==> src/rtl/serial_add_ctrl_pkg.sv <==
// serial_add_ctrl_pkg: state encoding shared by the serial adder sequencer
package serial_add_ctrl_pkg;
  localparam int ST_W = 2;
  localparam logic [ST_W-1:0] ST_IDLE  = 2'b00;
  localparam logic [ST_W-1:0] ST_SHIFT = 2'b01;
  localparam logic [ST_W-1:0] ST_DONE  = 2'b10;
endpackage

==> src/rtl/serial_add_ctrl_fa_cell.sv <==
// serial_add_ctrl_fa_cell: full adder from two half adders plus an OR gate
module half_adder (
  input  logic a,
  input  logic b,
  output logic s,
  output logic c
);
  assign s = a ^ b;
  assign c = a & b;
endmodule

module fa_cell (
  input  logic x,
  input  logic y,
  input  logic z,
  output logic s,
  output logic c
);
  logic s0, c0, c1;
  half_adder u_ha0 (.a(x),  .b(y), .s(s0), .c(c0));
  half_adder u_ha1 (.a(s0), .b(z), .s(s),  .c(c1));
  assign c = c0 | c1;
endmodule

==> src/rtl/serial_add_ctrl.sv <==
// serial_add_ctrl: bit-serial LSB-first adder sequencer with start/done handshake
module serial_add_ctrl
  import serial_add_ctrl_pkg::*;
#(
  parameter int WIDTH = 8
) (
  input  logic             clk,
  input  logic             rst_n,
  input  logic             start,
  input  logic [WIDTH-1:0] a,
  input  logic [WIDTH-1:0] b,
  input  logic             cin,
  output logic             ready,
  output logic             busy,
  output logic             done,
  output logic [WIDTH-1:0] sum,
  output logic             cout
);
  localparam int CNT_W = $clog2(WIDTH + 1);
  logic [ST_W-1:0]  state;
  logic [WIDTH-1:0] op_a, op_b, res, res_nxt;
  logic [CNT_W-1:0] cnt;
  logic             carry, fa_s, fa_c;
  fa_cell u_fa (.x(op_a[0]), .y(op_b[0]), .z(carry), .s(fa_s), .c(fa_c));
  assign res_nxt = {fa_s, res[WIDTH-1:1]};
  assign ready = state == ST_IDLE;
  assign busy  = state == ST_SHIFT;
  assign done  = state == ST_DONE;
  always_ff @(posedge clk or negedge rst_n) begin
    if (!rst_n) begin
      state <= ST_IDLE;
      op_a  <= '0;
      op_b  <= '0;
      res   <= '0;
      carry <= 1'b0;
      cnt   <= '0;
      sum   <= '0;
      cout  <= 1'b0;
    end else begin
      case (state)
        ST_IDLE: if (start) begin
          op_a  <= a;
          op_b  <= b;
          carry <= cin;
          cnt   <= '0;
          state <= ST_SHIFT;
        end
        ST_SHIFT: begin
          res   <= res_nxt;
          op_a  <= op_a >> 1;
          op_b  <= op_b >> 1;
          carry <= fa_c;
          cnt   <= cnt + 1'b1;
          if (cnt == CNT_W'(WIDTH - 1)) begin
            sum   <= res_nxt;
            cout  <= fa_c;
            state <= ST_DONE;
          end
        end
        ST_DONE: state <= ST_IDLE;
        default: state <= ST_IDLE;
      endcase
    end
  end
endmodule

==> config.mk <==
export PLATFORM = sky130hd
export DESIGN_NAME = serial_add_ctrl
export DESIGN_NICKNAME = d
export VERILOG_FILES = /design/src/rtl/serial_add_ctrl_pkg.sv /design/src/rtl/serial_add_ctrl_fa_cell.sv /design/src/rtl/serial_add_ctrl.sv
export SDC_FILE = /design/constraint.sdc
export NUM_CORES = 1
export LEC_CHECK = 0
export ABC_AREA = 1
export CAP_MARGIN = 15
export CELL_PAD_IN_SITES_DETAIL_PLACEMENT = 0
export CELL_PAD_IN_SITES_GLOBAL_PLACEMENT = 1
export CORE_MARGIN = 3
export CORE_UTILIZATION = 41
export CTS_CLUSTER_DIAMETER = 100
export CTS_CLUSTER_SIZE = 40
export DETAILED_ROUTE_END_ITERATION = 12
export DONT_BUFFER_PORTS = 1
export PLACE_DENSITY_LB_ADDON = 0.08
export SYNTH_ARGS = -nofsm -noshare
export SYNTH_HDL_FRONTEND = slang
export SYNTH_SLANG_ARGS = --single-unit
export TNS_END_PERCENT = 100
==> constraint.sdc <==
create_clock -name clk -period 1.1 [get_ports clk]
set_clock_uncertainty 0.05 [all_clocks]
set_input_delay 0.22 -clock clk [delete_from_list [all_inputs] [get_ports clk]]
set_output_delay 0.22 -clock clk [all_outputs]
set_load 0.03 [all_outputs]
# --- Word-level counts from Yosys, hierarchy flattened ---
# Index checks and enable logic that the tools add are counted.
op_classes:
  n_addsub: 1
  n_eq_ne: 5
  muxes: 11
  n_bitwise: 5
  n_reduce_logical: 5
op_table:
  columns: ["cell", "n"]
  rows:
  - ["8-bit case mux with 2 select lines", 2]
  - ["8-bit 2-to-1 mux", 2]
  - ["4-bit case mux with 2 select lines", 1]
  - ["2-bit AND reduction", 3]
  - ["4-bit by 1-bit adder with 4-bit output, second input constant", 1]
  - ["4-bit by 3-bit == test with 1-bit output, second input constant", 1]
  - ["2-bit 2-to-1 mux", 2]
  - ["4-bit 2-to-1 mux", 1]
  - ["2-bit case mux with 2 select lines", 1]
  - ["1-bit bitwise AND", 2]
  - ["2-bit by 1-bit == test with 1-bit output, second input constant", 1]
  - ["2-bit == test, second input constant", 1]
  - ["2-bit zero test", 1]
  - ["2-bit by 1-bit inequality test with 1-bit output, second input constant", 1]
  - ["2-bit inequality test, second input constant", 1]
  - ["1-bit case mux with 2 select lines", 1]
  - ["2-bit nonzero test", 1]
  - ["1-bit bitwise XOR", 2]
  - ["1-bit 2-to-1 mux", 1]
  - ["1-bit bitwise OR", 1]
word_totals:
  regBits: 40
  inputBits: 20
  out_inout_bits: 12
  wordCells: 35

# --- Longest topological paths before layout ---
depth:
  depth_word: 4
  depth_mapped: 6
  depth_no_buf: 6

# --- Modules after synthesis ---
# From an unflattened synthesis, not the netlist that was laid out.
unflattened:
  cells_unflattened: 194
  hier_area_um2: 1712.9
by_module_without_submodules:
  columns: ["mod", "n_inst", "cells_per_inst", "area_each_um2"]
  rows:
  - ["serial_add_ctrl", 1, 189, 1676.6]
  - ["half_adder", 2, 1, 12.5]
  - ["fa_cell", 1, 3, 11.3]

# --- Worst setup path before layout ---
# OpenSTA, ideal clock, no wires.
synth_path:
  path_type: "register to register"
  from: "register carry"
  to: "register sum[7]"
  setup_time_ns: 0.065
  t_arrival_ns: 1.051
  t_required_ns: 0.985
  slack_ns: -0.066
  path_stages_with_launch: 4
  n_path_buf: 0
  path_cell_list: "dfrtp_1 -> fa_1 -> nand3_1 -> nand2_1"
synth_between:
  elab_chain_len: 1
synth_lines:
  columns: ["element", "line", "source"]
  rows:
  - ["from (decl)", "serial_add_ctrl.sv:23", "logic carry, fa_s, fa_c;"]
  - ["from (signal assigned)", "serial_add_ctrl.sv:44", "carry <= cin;"]
  - ["1-bit bitwise XOR", "serial_add_ctrl_fa_cell.sv:8", "assign s = a ^ b;"]
  - ["named net fa_s", "serial_add_ctrl.sv:23", null]
  - ["to (signal assigned)", "serial_add_ctrl.sv:55", "sum <= res_nxt;"]
  - ["to (decl)", "serial_add_ctrl.sv:16", "output logic [WIDTH-1:0] sum,"]
# The timed path passes the listed nets, and every way through them passes these cells.
# A chain may end at the register's enable or synchronous reset.

# --- Worst setup path after layout ---
layout_path:
  from: "register state[0]"
  to: "output port done"
layout_between:
  elab_chain_len: 1
layout_lines:
  columns: ["element", "line", "source"]
  rows:
  - ["from (decl)", "serial_add_ctrl.sv:20", "logic [ST_W-1:0] state;"]
  - ["from (signal assigned)", "serial_add_ctrl.sv:31", "state <= ST_IDLE;"]
  - ["from (signal assigned)", "serial_add_ctrl.sv:46", "state <= ST_SHIFT;"]
  - ["from (signal assigned)", "serial_add_ctrl.sv:57", "state <= ST_DONE;"]
  - ["2-bit == test", "serial_add_ctrl.sv:28", "assign done = state == ST_DONE;"]
  - ["to (decl)", "serial_add_ctrl.sv:15", "output logic done,"]
# Every way passes these cells.

==> results.py <==
metrics = {
    "status": {
        "status": "finished, violations left",
        "violations": "hold timing, setup timing",
    },
    "power_and_ir_drop": {
        "p_int_mw": 3.59,
        "p_comb_share_pct": 39.5,
        "vdd_ir_drop_max_v": 0.00122,
        "seqPwrFrac_pct": 46.3,
        "clkPwrFrac_pct": 14.2,
        "power.leakage_nw": 1.05,
        "power.total_mw": 6.04,
        "switching_share_pct": 40.5,
        "power_density_mw_per_mm2": 2780,
        "p_switching_mw": 2.45,
    },
    "global_route": {
        "grt_max_degree": 40,
        "met1_usage_pct": 19.5,
        "grt.busiest_layer": "met2",
        "grt_pass1_vias": 1421,
        "grt_pass1_wl_um": 6320,
        "grtUsageTotal_pct": 16.2,
        "met2_usage_pct": 26.6,
        "use_met3_pct": 5.32,
        "overflow": 0,
        "antenna_found_initial": 0,
    },
    "detailed_routing": {
        "drtPass1Iterations": 4,
        "drt_first_iter_violations": 87,
        "num_vias": 1372,
        "avgViaCountPerCell": 5.08,
        "drc": 0,
        "wirelength_um": 3580,
        "antenna_left": 0,
        "wl_per_cell_um": 13.3,
    },
    "layout": {
        "layout_commonest_cell": "nand2_1",
        "antenna_cells": 0,
        "final_cell_mix": "64 x nand2_1, 47 x nand3_1, 30 x dfrtp_1",
        "stdcell_area_sq_mm": 0.00217,
        "finish.utilization_pct": 56.7,
        "instances_no_fill": 270,
        "syn_to_final_growth_pct": 27.6,
        "drive_above_1_share_pct": 24.3,
        "nNetsFinal": 245,
    },
    "clock_network": {
        "cts_sinks": 39,
        "cts_tree": "done",
        "root_buffer": "clkbuf_8",
        "clk_pin_slew_worst_paths_ps": 70,
        "cts.path.max_buffers": 2,
        "clock_latency_ps": 280,
        "h-tree-depth": 2,
        "cts_buffers": 5,
    },
    "floorplan": {
        "fp.dieH_um": 70.4,
        "row_count": 22,
        "core_area_sq_mm": 0.00383,
        "die_w_um": 70.4,
        "dieArea_sq_mm": 0.00496,
        "ioPinCount": 32,
        "start_util_pct": 44.5,
    },
    "setup_path": {
        "required_ps": 830,
        "cpMostUsedCell": "buf_6",
        "critPathMaxFanout": 3,
        "rr_worst_depth": 7,
        "path_cells": "buf_6, nor2_4, buf_6",
        "cp-end-kind": "output pin",
        "criticalPathCategory": "flip-flop to output pin",
        "cpMaxStageDelayCell": "dfrtp_1",
        "start_kind": "flip-flop",
        "slowest_delay_ps": 400,
        "cp.arrival_ps": 1060,
    },
    "run": {
        "drv_cap": 0,
    },
    "timing": {
        "rsz0062_at_grt": "true",
        "setup_violations": 39,
        "report.final.slew_viol_count": 0,
        "finalHoldViolations": 39,
        "finalCritPeriodShare_pct": 121,
        "clock.fmax_ghz": 0.752,
        "setup_ws_ps": -229,
        "tns_ps": -5620,
        "post-route-min-period_ps": 1330,
        "whs_ps": -426,
        "relSlewSlack_pct": 85.7,
        "worst_slew_pin_slew_ps": 214,
    },
    "place": {
        "io_buffers": 0,
        "placed_area_sq_mm": 0.00190,
        "dp_slack_ps": -117,
        "gp_congestion": 0.727,
        "place_inst": 251,
        "dp_hpwl_um": 2490,
    },
    "synth": {
        "synth_nets": 212,
        "synth.distinct_cells": 19,
        "yosys_register_bits": 39,
        "ys_warn_count": 0,
        "avgSynthCellArea_sq_um": 8.96,
        "ys_seq_area_share_pct": 57.4,
        "syn_inst": 190,
        "synth_area_sq_mm": 0.00170,
    },
    "hold_path": {
        "min-delay-path-class": "input port to asynchronous set/reset pin",
    },
}
-- layout make-up --
class / count / area, sq um
Clock buffer: 6 / 72.6
Tap cell: 48 / 60.1
Timing Repair Buffer: 36 / 342
Inverter: 7 / 31.3
Sequential cell: 39 / 987
Multi-Input combinational cell: 134 / 678
Fill cell: 346 / 1660
-- power groups by stage --
stage	clock network, mW	logic (mW)	registers [mW]
after detailed placement	0	2.16	2.79
final	0.860	2.39	2.79
after CTS	0.905	2.35	2.77
after floorplan	0	1.46	2.72
after global routing	0.979	2.72	2.86
after global placement	0	2.11	2.76
-- state kept, by name, indices dropped and copies added (netlist names) --
signal  cells
carry       1
cnt         4
cout        1
op_a        8
op_b        8
res         7
state       2
sum         8
-- worst paths after layout --
kind,start,to,slack (ps)
max in group asynchronous,rst_n,res[5],1330
setup reg to reg,state[1],carry,-180
hold / removal,rst_n,sum[6],-430
min in group clk,a[2],op_a[2],10
setup / recovery,state[0],done,-230
hold reg to reg,res[1],res[1],440
-- critical path, delay by kind of cell (launching register included) --
family                 cells  cell delay (ps)
buffers and inverters      2              270
AND/OR/NAND/NOR            1              100
flip-flops                 1              400
-- per-layer routing --
layer / part of all wire [%] / up-vias
met5: 0 / -
met4: 1.5 / 0
met3: 4.7 / 5
met2: 49 / 33
met1: 45 / 653
li1: - / 681
-- cell usage after synthesis, drive strengths merged --
master | number | area share (%)
o21ai | 8 | 2.4
inv | 6 | 1.3
dfrtp | 39 | 57
ha | 1 | 0.74
nor2 | 5 | 1.7
nand4 | 1 | 0.37
o21bai | 1 | 0.44
clkinv | 1 | 0.51
nand2 | 70 | 16
fa | 1 | 1.2
nand3 | 47 | 14
buf | 10 | 4.3
-- logic make-up (layout without fill, tap and decap cells) --
logic type / Yosys count / in the layout / share of synthesized area (%)
adder cells (fa/ha/maj): 2 / 2 / 1.91
AND/OR/NAND/NOR: 123 / 123 / 31.8
AO/OA/AOI/OAI: 9 / 9 / 2.79
flip-flops: 39 / 39 / 57.4
buffers and inverters: 17 / 49 / 6.18
-- what timing repair did --
item / CTS / global route
setup buffers: 2 / 1
resized for setup: 12 / 16
hold endpoints to repair: 47 / 40
cloned: 0 / 1
endpoints found under the setup margin: 37 / 50
hold buffers: 8 / 1
Note: power is estimated with default switching activity, not from simulation.
